File: src/rtl/count_monitor_if.sv
// Handshake bundle between the counter monitor and its host.
// The host drives the sampling inputs; the monitor returns flags and statistics.
interface count_monitor_if #(
    parameter int WRAP_W = 16
);
    logic              en;
    logic [7:0]        count;
    logic              clr;
    logic              irq_ack;
    logic              irq;
    logic              stall;
    logic [WRAP_W-1:0] wrap_cnt;
    logic [7:0]        max_seen;
    logic [1:0]        state;

    modport master (
        output en, count, clr, irq_ack,
        input  irq, stall, wrap_cnt, max_seen, state
    );

    modport slave (
        input  en, count, clr, irq_ack,
        output irq, stall, wrap_cnt, max_seen, state
    );
endinterface

File: src/rtl/count_monitor.sv
// Watches an upstream 8-bit counter for wraps, stalls, peak value and
// threshold crossings; every output comes straight from a flop.
module count_monitor #(
    parameter logic [7:0]  THRESH    = 8'd200,
    parameter int unsigned STALL_LIM = 4,
    parameter int          WRAP_W    = 16
) (
    input logic           clk,
    input logic           rst,
    count_monitor_if.slave bus
);
    localparam logic [1:0] IDLE  = 2'd0;
    localparam logic [1:0] RUN   = 2'd1;
    localparam logic [1:0] ALERT = 2'd2;
    localparam logic [1:0] REARM = 2'd3;
    localparam logic [3:0] LIM   = STALL_LIM[3:0];

    logic [7:0]        count_q, count_d;
    logic              prev_valid_q, prev_valid_d;
    logic [WRAP_W-1:0] wrap_cnt_q, wrap_cnt_d;
    logic [7:0]        max_seen_q, max_seen_d;
    logic [3:0]        run_q, run_d;
    logic              stall_q, stall_d;
    logic [1:0]        state_q, state_d;
    logic              irq_q, irq_d;
    logic              wrap;
    logic              same;
    logic              hit;

    assign wrap = prev_valid_q && bus.en && (bus.count < count_q);
    assign same = prev_valid_q && bus.en && (bus.count == count_q);
    assign hit  = bus.en && (bus.count >= THRESH);

    always_comb begin
        count_d      = bus.en ? bus.count : count_q;
        prev_valid_d = bus.en;
        wrap_cnt_d   = wrap_cnt_q;
        max_seen_d   = max_seen_q;
        run_d        = 4'd0;
        stall_d      = stall_q || (run_q >= LIM);
        state_d      = state_q;

        if (wrap && (wrap_cnt_q != {WRAP_W{1'b1}}))
            wrap_cnt_d = wrap_cnt_q + 1'b1;
        if (bus.en && (bus.count > max_seen_q))
            max_seen_d = bus.count;
        if (same)
            run_d = (run_q == 4'hF) ? run_q : run_q + 4'd1;

        case (state_q)
            IDLE:  if (bus.en) state_d = RUN;
            RUN: begin
                if (hit)          state_d = ALERT;
                else if (!bus.en) state_d = IDLE;
            end
            ALERT: if (bus.irq_ack) state_d = REARM;
            REARM: begin
                // No re-alert until the count has fallen below threshold
                if (bus.en && (bus.count < THRESH)) state_d = RUN;
                else if (!bus.en)                   state_d = IDLE;
            end
            default: state_d = IDLE;
        endcase

        if (bus.clr) begin
            prev_valid_d = 1'b0;
            wrap_cnt_d   = '0;
            max_seen_d   = 8'd0;
            run_d        = 4'd0;
            stall_d      = 1'b0;
            state_d      = IDLE;
        end

        irq_d = (state_d == ALERT);
    end

    always_ff @(posedge clk) begin
        if (rst) begin
            count_q      <= 8'd0;
            prev_valid_q <= 1'b0;
            wrap_cnt_q   <= '0;
            max_seen_q   <= 8'd0;
            run_q        <= 4'd0;
            stall_q      <= 1'b0;
            state_q      <= IDLE;
            irq_q        <= 1'b0;
        end else begin
            count_q      <= count_d;
            prev_valid_q <= prev_valid_d;
            wrap_cnt_q   <= wrap_cnt_d;
            max_seen_q   <= max_seen_d;
            run_q        <= run_d;
            stall_q      <= stall_d;
            state_q      <= state_d;
            irq_q        <= irq_d;
        end
    end

    assign bus.irq      = irq_q;
    assign bus.stall    = stall_q;
    assign bus.wrap_cnt = wrap_cnt_q;
    assign bus.max_seen = max_seen_q;
    assign bus.state    = state_q;
endmodule

File: src/flat_wrapper.sv
// flat-port wrapper written by rule: the top's interface ports become plain ports
module count_monitor_flat 
#(
    parameter logic [7:0]  THRESH    = 8'd200,
    parameter int unsigned STALL_LIM = 4,
    parameter int          WRAP_W    = 16
)
  (clk, rst, bus_en, bus_count, bus_clr, bus_irq_ack, bus_irq, bus_stall, bus_wrap_cnt, bus_max_seen, bus_state);
  count_monitor_if #(.WRAP_W(WRAP_W)) bus_i ();
  input logic clk;
  input logic rst;
  input wire logic [$bits(bus_i.en)-1:0] bus_en;
  input wire logic [$bits(bus_i.count)-1:0] bus_count;
  input wire logic [$bits(bus_i.clr)-1:0] bus_clr;
  input wire logic [$bits(bus_i.irq_ack)-1:0] bus_irq_ack;
  output wire logic [$bits(bus_i.irq)-1:0] bus_irq;
  output wire logic [$bits(bus_i.stall)-1:0] bus_stall;
  output wire logic [$bits(bus_i.wrap_cnt)-1:0] bus_wrap_cnt;
  output wire logic [$bits(bus_i.max_seen)-1:0] bus_max_seen;
  output wire logic [$bits(bus_i.state)-1:0] bus_state;
  assign bus_i.en = bus_en;
  assign bus_i.count = bus_count;
  assign bus_i.clr = bus_clr;
  assign bus_i.irq_ack = bus_irq_ack;
  assign bus_irq = bus_i.irq;
  assign bus_stall = bus_i.stall;
  assign bus_wrap_cnt = bus_i.wrap_cnt;
  assign bus_max_seen = bus_i.max_seen;
  assign bus_state = bus_i.state;
  count_monitor #(.THRESH(THRESH), .STALL_LIM(STALL_LIM), .WRAP_W(WRAP_W)) u_core (.clk(clk), .rst(rst), .bus(bus_i));
endmodule
File: config.mk
export PLATFORM = sky130hd
export DESIGN_NAME = count_monitor_flat
export DESIGN_NICKNAME = d
export VERILOG_FILES = /design/src/rtl/count_monitor_if.sv /design/src/rtl/count_monitor.sv /design/src/flat_wrapper.sv
export SDC_FILE = /design/constraint.sdc
export NUM_CORES = 1
export LEC_CHECK = 0
export CORE_MARGIN = 5
export CORE_UTILIZATION = 34
export DETAILED_ROUTE_END_ITERATION = 16
export SETUP_SLACK_MARGIN = 0.2
export SLEW_MARGIN = 10
export SYNTH_ARGS = -nofsm -noshare
export SYNTH_HDL_FRONTEND = slang
export SYNTH_SLANG_ARGS = --single-unit
File: constraint.sdc
create_clock -name clk -period 2.1 [get_ports clk]
set_clock_uncertainty 0.1 [all_clocks]
set_input_delay 0.21 -clock clk [delete_from_list [all_inputs] [get_ports clk]]
set_output_delay 0.21 -clock clk [all_outputs]
set_load 0.01 [all_outputs]
==> results of run 1 <==
## worst paths after layout
| kind | to | slack [ps] | depth (start not counted) |
|---|---|---|---|
| setup / recovery | u_core.bus.wrap_cnt[4] | -110 | 9 |
| hold / removal | u_core.bus.max_seen[6] | 370 | 2 |
| setup reg to reg | u_core.bus.wrap_cnt[4] | -110 | 9 |
| hold reg to reg | u_core.bus.max_seen[6] | 370 | 2 |
## metrics by stage
stage	hold slack [ps]	worst slack [ps]	cells	util, %
final	366.8	-105.2	416	52.70
after global routing	382.7	-185.0	416	52.70
after CTS	374.3	-54.92	414	51.65
after detailed placement	368.1	-403.6	396	46.69
after global placement	356.3	-357.6	396	46.69
after floorplan	189.3	71.50	256	-
## cells in the final DEF, fill, tap and decap left out, types with 2 or more instances in the layout
cell type,Yosys,final
o21ai_0,6,4
nor2b_1,3,2
dlygate4sd2_1,0,6
o211ai_1,2,2
or4_1,6,4
clkdlybuf4s50_1,0,34
a21oi_2,1,3
ha_4,0,5
nor2_1,20,19
a21oi_1,16,12
dfxtp_1,41,32
and2_1,2,2
a21oi_4,0,2
or3_1,5,4
nand2_1,31,31
a21o_1,2,2
nand3_1,10,10
clkbuf_8,0,7
buf_4,0,34
or3_4,0,2
dfxtp_2,0,9
inv_1,16,11
buf_12,0,4
ha_1,18,13
buf_6,4,6
nor3_1,8,7
a31oi_1,2,2
inv_2,0,5
mux2i_1,19,19
o31ai_1,7,7
nor4_4,0,2
nand4_1,9,9
or4_4,0,2
and4_1,4,3
## logic make-up (layout without fill, tap and decap cells)
family	after synthesis	count (layout)	share of synthesized area, %
flops	41	41	36.67
buf+inv	26	109	5.757
xor+xnor	1	1	0.3914
compound gates	44	44	13.08
mux	19	19	8.496
fa+ha+maj	18	18	10.06
simple gates	107	107	25.55
## state kept, by name, summed over array words and instances (netlist names)
register and count:
u_core.bus.wrap_cnt 16, u_core.bus.max_seen 8, u_core.count_q 8, u_core.run_q 4, u_core.bus.state 2, u_core.bus.irq 1, u_core.bus.stall 1, u_core.prev_valid_q 1
## layout make-up
| type | instances | area (sq um) |
|---|---|---|
| repair buffers | 85 | 823.3 |
| well taps | 77 | 96.34 |
| clock buffers | 7 | 96.34 |
| clock inverters | 1 | 5.005 |
| fillers | 572 | 3020 |
| multi-input cells | 189 | 1453 |
| inverters | 16 | 60.06 |
| flip-flops and latches | 41 | 832.0 |
## power by group through the flow
stage / Sequential [mW] / Clock, mW / Combinational (mW)
6_report: 0.804 / 0.578 / 0.271
5_1_grt: 0.807 / 0.631 / 0.300
4_1_cts: 0.804 / 0.591 / 0.258
3_5_place_dp: 0.820 / 0 / 0.219
3_3_place_gp: 0.820 / 0 / 0.215
2_1_floorplan: 0.822 / 0 / 0.116
## metal layers
| metal | vias to the layer above | wire, um |
|---|---|---|
| li1 | 1098 | - |
| met1 | 1002 | 2673 |
| met2 | 33 | 2950 |
| met5 | - | 0 |
| met3 | 14 | 205 |
| met4 | 0 | 122 |
## worst max-delay path, delay by kind of cell, from the launching register on
kind                     cells  cell delay (ps)
AND/OR/NAND/NOR              3              710
buffers and inverters        3              370
flip-flops                   1              350
adder cells (fa/ha/maj)      1              220
AO/OA/AOI/OAI                2              400
## repair_timing
action,4_1_cts,5_1_grt
resized for setup,31,18
setup buffers,9,2
pin swaps,18,13
endpoints found under the setup margin,24,23
cloned,1,0
==> impl_results.md, run 1 <==
- Status: complete, but fails checks
- Synth top area share: between 30% and 40%
- Share of power burned in registers: 48.7%
- Gate power share: between 10% and 20%
- N_diodes: 0
- Pwr Density: 491.1 nW/um^2
- # rows: 29
- Final period util: 105.0%
- Power Internal: 1.232 mW
- Fin crit period: between 2000 and 2500 ps
- DRC: 0
- Clk sinks: 41
- DRT Pass-1 Iters: 4
- IO buf count: 40
- WL/cell: 14.31 um
- Syn-to-layout area delta: 50.36%
- Clock share of power: a little over a third
- GP Congestion: around 0.84
- Endpoints failing setup: 10
- Top-count cell post-synth: dfxtp_1
- Met1 Resource Use GR: a little under a fifth
- CTS Hold Buffers Added: 0
- CP startpoint kind: flop
- Critical Path Start: u_core.count_q[4]
- Vias in the first global route: 2142
- YS warnings: 0
- Post-detail-place hpwl: 4139 um
- Leakage: 1.248 nW
- Area leader, netlist: dfxtp_1
- Slew @ Worst Pin: about 530 ps
- Die Footprint: 8307 sq um
- Required time of the critical path: around 2200 ps
- Cell with the largest stage delay on the worst path: or4_4
- Top Ports: around 40
- Crit-path cells: inv_2 -> ha_4 -> and4_4 -> a211oi_4 -> buf_4 -> nand3_4 -> buf_12 -> or4_4 -> a21oi_2
- TritonCTS clock tree: done
- Fin. Hold Viols: 0
- Seq/Total Area, Yosys: a little under two fifths
- H-tree depth: 2
- Post-synth EDFFs: 0
- DRT iter0 DRCs: between 70 and 80
- Chip height: about 91 um
- Share of cells above drive strength 1: 28.32%
- Hold crit path type: flop to flop
- Congestion Overflow GR: 0
- Avg Cell Area, Syn: slightly below 9 sq um
- Switch share: 25.45%
- Post-route cell area: approximately 3400 sq um
- Placed cell area: between 2000 and 3000 sq um
- GR Layer Usage met3: about 3.6%
- Routed vias/inst: approximately 5.2
- Critical path endpoint category: flop
- Total GRT Usage: between 10% and 20%
- PnR worst setup slack: -105.2 ps
- Slew Limit Fails: 0
- Pin count of the biggest net entering global routing: 22
- Routed Antenna Nets: 0
- Clk_lat worst skew: 290 ps
- Vias: roughly 2100
- Largest stage delay, worst path: about 420 ps
- Final WL: around 6000 um
- Worst r2r src: u_core.count_q[4]
- Initial Util: between 30% and 40%
- Pwr Total: roughly 1.7 mW
- Post-synthesis register bit count: 41
- TritonCTS Buffers: 5
- Async SR Flop Fraction: 0%
- Synth top area cells: dfxtp_1, ha_1, mux2i_1
- Setup TNS: -595.8 ps
- GR Layer Usage met2: around a quarter
- Worst-path fanout max: 7
- Max-slew headroom: 64.41%
- Failing checks: negative setup slack
- Worst-path clk slew: around 80 ps
- Global-route wire length before repair: between 10000 and 15000 um
- Kind of critical path: flop to flop
- Final nets: 369
- Mapped Cells: between 200 and 300
- VDD IR max: ~0.39 mV
- Max frequency: about 0.45 GHz
- Gr busiest metal: met2
- Die Span X: roughly 90 um
- Hold_sp: u_core.bus.max_seen[6]
- MaxCap Viol Count: 0
- Cell variety after synth: 42
- Clock tree buffer depth: 2
- Switch Pwr: ~0.42 mW
- Syn_nets: around 290
- Root buffer cell: clkbuf_8
- CORE AREA: approximately 6400 sq um
- Synthesized cell area: about 2200 sq um
- RSZ-0062 raised after global routing: yes
- CP Data Arrival Time: about 2300 ps
- Initial antenna violation count: 0
- Top post-synthesis cells by count: dfxtp_1, nand2_1, nor2_1, mux2i_1, ha_1
- Top FF cell, synth: dfxtp_1
Note: power is estimated with default switching activity, not from simulation.
==> inputs of run 2 (changes only) <==
--- a/config.mk
+++ b/config.mk
@@ -5,11 +5,13 @@
 export SDC_FILE = /design/constraint.sdc
 export NUM_CORES = 1
 export LEC_CHECK = 0
+export CELL_PAD_IN_SITES_DETAIL_PLACEMENT = 0
+export CELL_PAD_IN_SITES_GLOBAL_PLACEMENT = 1
 export CORE_MARGIN = 5
 export CORE_UTILIZATION = 34
 export DETAILED_ROUTE_END_ITERATION = 16
+export PLACE_DENSITY_LB_ADDON = 0.1
 export SETUP_SLACK_MARGIN = 0.2
-export SLEW_MARGIN = 10
 export SYNTH_ARGS = -nofsm -noshare
 export SYNTH_HDL_FRONTEND = slang
 export SYNTH_SLANG_ARGS = --single-unit
==> run 2 against run 1 <==
  * The flow still finishes with violations (negative setup slack)
  * Worst setup slack gained 100 ps
  * Flip-flop and latch count is the same
  * Sequential power is essentially flat
  * Global-route usage shrank 0.32 points
  * Clock-buffer cell count shrank 2
  * Final cell count is the same
==> impl_results.md, run 2 (synthesis gave the netlist of run 1 again) <==
- Status: complete, but fails checks (unchanged)
- Failing checks: negative setup slack (unchanged)
- Required time of the critical path: 2240 ps (was 2230 ps)
- Reg2reg end: u_core.bus.wrap_cnt[6] (was u_core.bus.wrap_cnt[4])
- Top Ports: 41 (unchanged)
- Global-route wire length before repair: 9949 um (was 10290 um)
- Critical path endpoint category: flop (unchanged)
- Congestion Overflow GR: 0 (unchanged)
- Vias in the first global route: 1988 (was 2142)
- Die Span X: 91.14 um (unchanged)
- Initial Util: 35.05% (unchanged)
- VDD IR max: 0.3353 mV (was 0.3927 mV)
- Fin. Hold Viols: 0 (unchanged)
- WL/cell: 14.65 um (was 14.31 um)
- Clock share of power: 42.0% (was 35.0%)
- Leakage: 1.249 nW (was 1.248 nW)
- Total GRT Usage: 14.58% (was 14.89%)
- CP Data Arrival Time: 2250 ps (was 2340 ps)
- Commonest non-fill, non-tap cells in the layout: clkdlybuf4s50_1, dfxtp_1, buf_4, nand2_1, nor2_1 (was clkdlybuf4s50_1, buf_4, dfxtp_1, nand2_1)
- Share of cells above drive strength 1: 27.73% (was 28.32%)
- Largest stage delay, worst path: 350 ps (was 420 ps)
- Hold crit path type: flop to flop (unchanged)
- Slew Limit Fails: 0 (unchanged)
- Vias: 2154 (was 2147)
- DRT iter0 DRCs: 58 (was 74)
- Chip height: 91.14 um (unchanged)
- Routed vias/inst: 5.178 (was 5.161)
- DRT Pass-1 Iters: 6 (was 4)
- Clk_lat worst skew: 300 ps (was 290 ps)
- H-tree depth: 2 (unchanged)
- Final core occ: 53.04% (was 52.70%)
- Crit-path cells: inv_2 -> ha_4 -> and4_4 -> a211oi_4 -> buf_4 -> nand4_4 -> buf_6 -> or3_4 -> a21oi_2 (was inv_2 -> ha_4 -> and4_4 -> a211oi_4 -> buf_4 -> nand3_4 -> buf_12 -> or4_4 -> a21oi_2)
- R2R Setup Slk: -2 ps (was -110 ps)
- Critical Path Start: u_core.count_q[7] (was u_core.count_q[4])
- IO buf count: 40 (unchanged)
- Post-detail-place hpwl: 4303 um (was 4139 um)
- Fin crit period: 2102 ps (was 2205 ps)
- Max reg flops: 16 (unchanged)
- Slew @ Worst Pin: 496.1 ps (was 529.7 ps)
- Final WL: 6096 um (was 5952 um)
- Final period util: 100.1% (was 105.0%)
- Power Internal: 1.403 mW (was 1.232 mW)
- TritonCTS clock tree: done (unchanged)
- Max-slew headroom: 66.67% (was 64.41%)
- GP Congestion: 0.7933 (was 0.8409)
- # rows: 29 (unchanged)
- Worst-path clk slew: 90 ps (was 80 ps)
- Switch Pwr: 0.4443 mW (was 0.4208 mW)
- Switch share: 24.05% (was 25.45%)
- RSZ-0062 raised after global routing: yes (unchanged)
- Gate power share: 14.5% (was 16.4%)
- Share of power burned in registers: 43.5% (was 48.7%)
- Kind of critical path: flop to flop (unchanged)
- Routed Antenna Nets: 0 (unchanged)
- Pin count of the biggest net entering global routing: 18 (was 22)
- MaxCap Viol Count: 0 (unchanged)
- Initial antenna violation count: 0 (unchanged)
- Worst r2r src: u_core.count_q[7] (was u_core.count_q[4])
- Endpoints failing setup: 1 (was 10)
- DRC: 0 (unchanged)
- Die Footprint: 8307 sq um (unchanged)
- Worst reg-to-reg path cell count: 9 (unchanged)
- Layout fillers: 635 (was 572)
- CP Capture Point: u_core.bus.wrap_cnt[6] (was u_core.bus.wrap_cnt[4])
- Clock tree buffer depth: 2 (unchanged)
- Placed cell area: 2957 sq um (was 2982 sq um)
- Syn-to-layout area delta: 51.31% (was 50.36%)
- Worst-path fanout max: 5 (was 7)
- Post-route cell area: 3387 sq um (was 3366 sq um)
- CP startpoint kind: flop (unchanged)
- TritonCTS Buffers: 5 (unchanged)
- Final nets: 369 (unchanged)
- N_diodes: 0 (unchanged)
- Dpl ws: -419.0 ps (was -403.6 ps)
- Max frequency: 0.4757 GHz (was 0.4535 GHz)
- CORE AREA: 6386 sq um (unchanged)
- Pwr Density: 545.3 nW/um^2 (was 491.1 nW/um^2)
- CTS Hold Buffers Added: 0 (unchanged)
- Root buffer cell: clkbuf_8 (unchanged)
- PnR worst setup slack: -1.954 ps (was -105.2 ps)
- Clk sinks: 41 (unchanged)
- Cell with the largest stage delay on the worst path: or3_4 (was or4_4)
## run 2: cell count changes in the layout (fill, tap and decap cells not counted), moves of 2 or more
cell / before / now
buf_6: 6 / 9
bufinv_16: 0 / 2
dfxtp_1: 32 / 34
clkbuf_8: 7 / 5
buf_12: 4 / 2
dfxtp_2: 9 / 7
## run 2: repair_timing
action	in CTS	in global routing
buffers inserted	10	1
pin swaps	16	14
setup endpoints to repair	24	24
gates resized for setup	38	12
gates cloned	1	0
## run 2: through the flow
stage	setup TNS (ps)	hold WS, ps	power [mW]	instances
after floorplan	0	189.3	0.9377	256
after global placement	-7607	361.4	1.035	396
after detailed placement	-8127	360.7	1.036	396
after CTS	-34.84	379.1	1.859	415
after global routing	-411.5	402.0	1.926	416
final	-1.954	370.4	1.847	416
## run 2: worst min path at each step
stage          cells after the start                     end  slack, ps              startpoint
2_1_floorplan                      1     u_core.bus.state[0]        190                 bus_clr
3_3_place_gp                       2  u_core.bus.max_seen[2]        360  u_core.bus.max_seen[2]
3_5_place_dp                       2        u_core.bus.stall        360        u_core.bus.stall
4_1_cts                            2  u_core.bus.max_seen[5]        380  u_core.bus.max_seen[5]
5_1_grt                            4  u_core.bus.max_seen[1]        400            bus_count[1]
6_report                           2  u_core.bus.max_seen[1]        370  u_core.bus.max_seen[1]
## run 2: final cells by class
| type | instances | area (sq um) | area share, % |
|---|---|---|---|
| repair buffers | 84 | 782.0 | 23.09 |
| clock inverters | 3 | 65.06 | 1.921 |
| flip-flops and latches | 41 | 829.5 | 24.49 |
| multi-input cells | 190 | 1485 | 43.85 |
| well taps | 77 | 96.34 | 2.844 |
| clock buffers | 5 | 68.82 | 2.032 |
| inverters | 16 | 60.06 | 1.773 |
## run 2: per-layer routing
layer	global-route usage [%]	vias up	wire length, um
met1	19.50	1012	2935
met3	3.388	6	236
met5	0	-	0
met4	4.034	0	76
met2	23.50	38	2846
li1	-	1098	-
## run 2: critical path: cells and delay by family, from the launching register on
| family | cells | cell delay [ps] |
|---|---|---|
| AOI/OAI and AO/OA | 2 | 400 |
| and+or+nand+nor | 3 | 650 |
| adders and majority gates | 1 | 200 |
| buffers and inverters | 3 | 340 |
| DFF | 1 | 340 |
## run 2: power groups by stage
stage | clock, mW | combinational, mW | sequential, mW
2_1_floorplan | 0 | 0.116 | 0.822
3_3_place_gp | 0 | 0.215 | 0.820
3_5_place_dp | 0 | 0.216 | 0.820
4_1_cts | 0.800 | 0.256 | 0.804
5_1_grt | 0.828 | 0.292 | 0.807
6_report | 0.775 | 0.268 | 0.804
==> inputs of run 3 (changes only) <==
--- a/config.mk
+++ b/config.mk
@@ -5,8 +5,11 @@
 export SDC_FILE = /design/constraint.sdc
 export NUM_CORES = 1
 export LEC_CHECK = 0
+export ABC_AREA = 1
+export CAP_MARGIN = 20
 export CELL_PAD_IN_SITES_DETAIL_PLACEMENT = 0
 export CELL_PAD_IN_SITES_GLOBAL_PLACEMENT = 1
+export CORE_ASPECT_RATIO = 0.9
 export CORE_MARGIN = 5
 export CORE_UTILIZATION = 34
 export DETAILED_ROUTE_END_ITERATION = 16
==> run 3 against run 2 <==
  * The run now ends clean
  * Synthesized cell count increased by 30%
  * First-iteration DRC count down 5.2%
  * Synthesized area rose by 9.7%
  * Critical path depth rose by 1
  * Fmax increased by 19%
  * Die area up 8.7%
  * Clock power shrank 24%
  * Flip-flop and latch count is the same
  * Routed wire length shrank 0.98%
  * Cell area decreased by 5.1%
  * Largest power group unchanged
==> impl_results.md, run 3 <==
- Status: complete, no violations (was complete, but fails checks)
- Fin crit period: 1772 ps (was 2102 ps)
- Synth top area share: 33.42% (was 36.67%)
- WL/cell: 12.34 um (was 14.65 um)
- H-tree depth: 2 (unchanged)
- Non-filler cells, final: 489 (was 416)
- CP startpoint kind: input pin (was flop)
- Min-Delay Endpoint: u_core.count_q[2] (was u_core.bus.max_seen[1])
- Post-route cell area: 3213 sq um (was 3387 sq um)
- PnR worst setup slack: 328.2 ps (was -1.954 ps)
- Reg2reg end: u_core.bus.wrap_cnt[5] (was u_core.bus.wrap_cnt[6])
- Root buffer cell: clkbuf_8 (unchanged)
- Die Footprint: 9026 sq um (was 8307 sq um)
- CP Data Arrival Time: 1850 ps (was 2250 ps)
- TritonCTS Buffers: 5 (unchanged)
- Clk_lat worst skew: 300 ps (about the same)
- MaxCap Viol Count: 0 (unchanged)
- Area leader, netlist: dfxtp_1 (unchanged)
- VDD IR max: 0.2004 mV (was 0.3353 mV)
- Initial Util: 34.89% (was 35.05%)
- Post-synthesis register bit count: 41 (unchanged)
- Synthesized cell area: 2456 sq um (was 2238 sq um)
- Setup TNS: 0 ps (was -1.954 ps)
- Placed cell area: 3089 sq um (was 2957 sq um)
- Crit-path cells: clkdlybuf4s50_1 -> ha_1 -> nand2_1 -> nor2_1 -> nor2_8 -> nand2_4 -> nor2_4 -> buf_12 -> nand2_1 -> a21oi_1 (was inv_2 -> ha_4 -> and4_4 -> a211oi_4 -> buf_4 -> nand4_4 -> buf_6 -> or3_4 -> a21oi_2)
- IO buf count: 40 (unchanged)
- GP Congestion: 0.7856 (was 0.7933)
- Routed vias/inst: 4.511 (was 5.178)
- Largest stage delay, worst path: 470 ps (was 350 ps)
- Top FF cell, synth: dfxtp_1 (unchanged)
- Pwr Total: 1.661 mW (was 1.847 mW)
- Slew Limit Fails: 0 (unchanged)
- Final period util: 84.37% (was 100.1%)
- Worst-path fanout max: 12 (was 5)
- Total GRT Usage: 13.80% (was 14.58%)
- Pwr Density: 517.1 nW/um^2 (was 545.3 nW/um^2)
- Critical path endpoint category: flop (unchanged)
- Postcts setup bufs: 0 (was 10)
- DRC: 0 (unchanged)
- Routed Antenna Nets: 0 (unchanged)
- Leakage: 1.263 nW (was 1.249 nW)
- Max-slew headroom: 76.77% (was 66.67%)
- Pin count of the biggest net entering global routing: 18 (unchanged)
- Max frequency: 0.5644 GHz (was 0.4757 GHz)
- YS warnings: 0 (unchanged)
- Final core occ: 45.65% (was 53.04%)
- DRT Pass-1 Iters: 4 (was 6)
- WHS: 381.0 ps (was 370.4 ps)
- Die Span X: 99.59 um (was 91.14 um)
- Commonest non-fill, non-tap cells in the layout: nand2_1, nor2_1, dfxtp_1, clkdlybuf4s50_1, inv_1 (was clkdlybuf4s50_1, dfxtp_1, buf_4, nand2_1, nor2_1)
- Synth top area cells: dfxtp_1, nand2_1, ha_1 (was dfxtp_1, ha_1, mux2i_1)
- Worst r2r src: u_core.bus.wrap_cnt[1] (was u_core.count_q[7])
- Top-count cell post-synth: nand2_1 (was dfxtp_1)
- RSZ-0062 raised after global routing: yes (unchanged)
- N_diodes: 0 (unchanged)
- Congestion Overflow GR: 0 (unchanged)
- Vias: 2206 (was 2154)
- Worst-path clk slew: 80 ps (was 90 ps)
- Cell with the largest stage delay on the worst path: clkdlybuf4s50_1 (was or3_4)
- Post-detail-place hpwl: 4589 um (was 4303 um)
- Crit path top cell by count: nand2_1
- Post-synth EDFFs: 0 (unchanged)
- Syn-to-layout area delta: 30.82% (was 51.31%)
- Chip height: 90.63 um (was 91.14 um)
- Async SR Flop Fraction: 0% (unchanged)
- Clock tree buffer depth: 2 (unchanged)
- Final nets: 426 (was 369)
- CORE AREA: 7039 sq um (was 6386 sq um)
- Vias in the first global route: 2104 (was 1988)
- Cell variety after synth: 30 (was 42)
- Share of cells above drive strength 1: 17.68% (was 27.73%)
- Slew @ Worst Pin: 347.2 ps (was 496.1 ps)
- Top post-synthesis cells by count: nand2_1, nor2_1, dfxtp_1, inv_1, a21oi_1 (was dfxtp_1, nand2_1, nor2_1, mux2i_1, ha_1)
- Dpl ws: -47.30 ps (was -419.0 ps)
- Critical Path Start: bus_count[6] (was u_core.count_q[7])
- Final WL: 6036 um (was 6096 um)
- R2R Setup Slk: 330 ps (was -2 ps)
- Clk sinks: 41 (unchanged)
- DP Cell Count: 480 (was 396)
- Hold crit path type: flop to flop (unchanged)
- Top Ports: 41 (unchanged)
- Required time of the critical path: 2180 ps (was 2240 ps)
- DRT iter0 DRCs: 55 (was 58)
- Kind of critical path: input pin to flop (was flop to flop)
- Initial antenna violation count: 0 (unchanged)
- Mapped Cells: 334 (was 256)
- Syn_nets: 365 (was 287)
- # rows: 29 (unchanged)
- Seq/Total Area, Yosys: 33.42% (was 36.67%)
- Endpoints failing setup: 0 (was 1)
- Avg Cell Area, Syn: 7.354 sq um (was 8.744 sq um)
- TritonCTS clock tree: done (unchanged)
- Worst reg-to-reg path cell count: 7 (was 9)
- Global-route wire length before repair: 10130 um (was 9949 um)
- Commonest non-fill, non-tap cell in the layout: nand2_1
- Max reg flops: 16 (unchanged)
- Hold_sp: u_core.count_q[2] (was u_core.bus.max_seen[1])
- Hold Path Cell Cnt: 2 (unchanged)
- Fin. Hold Viols: 0 (unchanged)
[run 3: changes by cell type in the layout (fill, tap and decap cells not counted), moves of 11 or more]
cell,previous run,this run
nand2_1,31,68
nor2_1,20,45
inv_1,11,34
mux2i_1,19,0
nand2_2,0,12
nand3_1,10,22
buf_4,33,22
[run 3: routing by layer]
metal,vias to the layer above,share of wire (%),track usage [%]
met5,-,0,0
met4,0,1.2,4.096
met3,8,5.1,3.243
met2,36,41,20.36
met1,951,52,19.78
li1,1211,-,-
[run 3: area by class of cell]
type	count	area, sq um
clock buffers	7	96.34
clock inverters	1	5.005
fillers	732	3826
inverters	38	147.6
multi-input cells	246	1441
flip-flops and latches	41	820.8
well taps	93	116.4
repair buffers	63	585.6
[run 3: worst max path at each step]
stage	to	cells past startpoint
6_report	u_core.bus.wrap_cnt[0]	10
2_1_floorplan	u_core.bus.max_seen[1]	9
3_5_place_dp	u_core.bus.wrap_cnt[1]	10
5_1_grt	u_core.bus.wrap_cnt[6]	7
4_1_cts	u_core.bus.wrap_cnt[0]	12
3_3_place_gp	u_core.bus.max_seen[7]	9
[run 3: cells by family (layout without fill, tap and decap cells)]
family                     Yosys count  in the layout  share of synthesized area (%)
DFF                                 41             41                          33.42
and+or+nand+nor                    167            168                          31.64
adders and majority gates           18             18                          9.170
AOI/OAI and AO/OA                   49             49                          13.04
buffers and inverters               48            109                          8.813
xor gates and xnor gates            11             11                          3.922
[run 3: critical path, delay by kind of cell]
family | cells | cell delay [ps]
fa+ha+maj | 1 | 310
buf+inv | 2 | 620
simple gates | 6 | 660
compound gates | 1 | 50
[run 3: where the power goes]
group / total (mW) / internal [mW] / switching (mW)
sequential: 0.810 / 0.797 / 0.0125
combinational: 0.266 / 0.125 / 0.141
clock: 0.586 / 0.298 / 0.289
total: 1.66 / 1.22 / 0.442
[run 3: timing repair]
action | in CTS | in global routing
gates resized for setup | 0 | 4
hold buffers | 0 | 0
endpoints found under the setup margin | 0 | 23
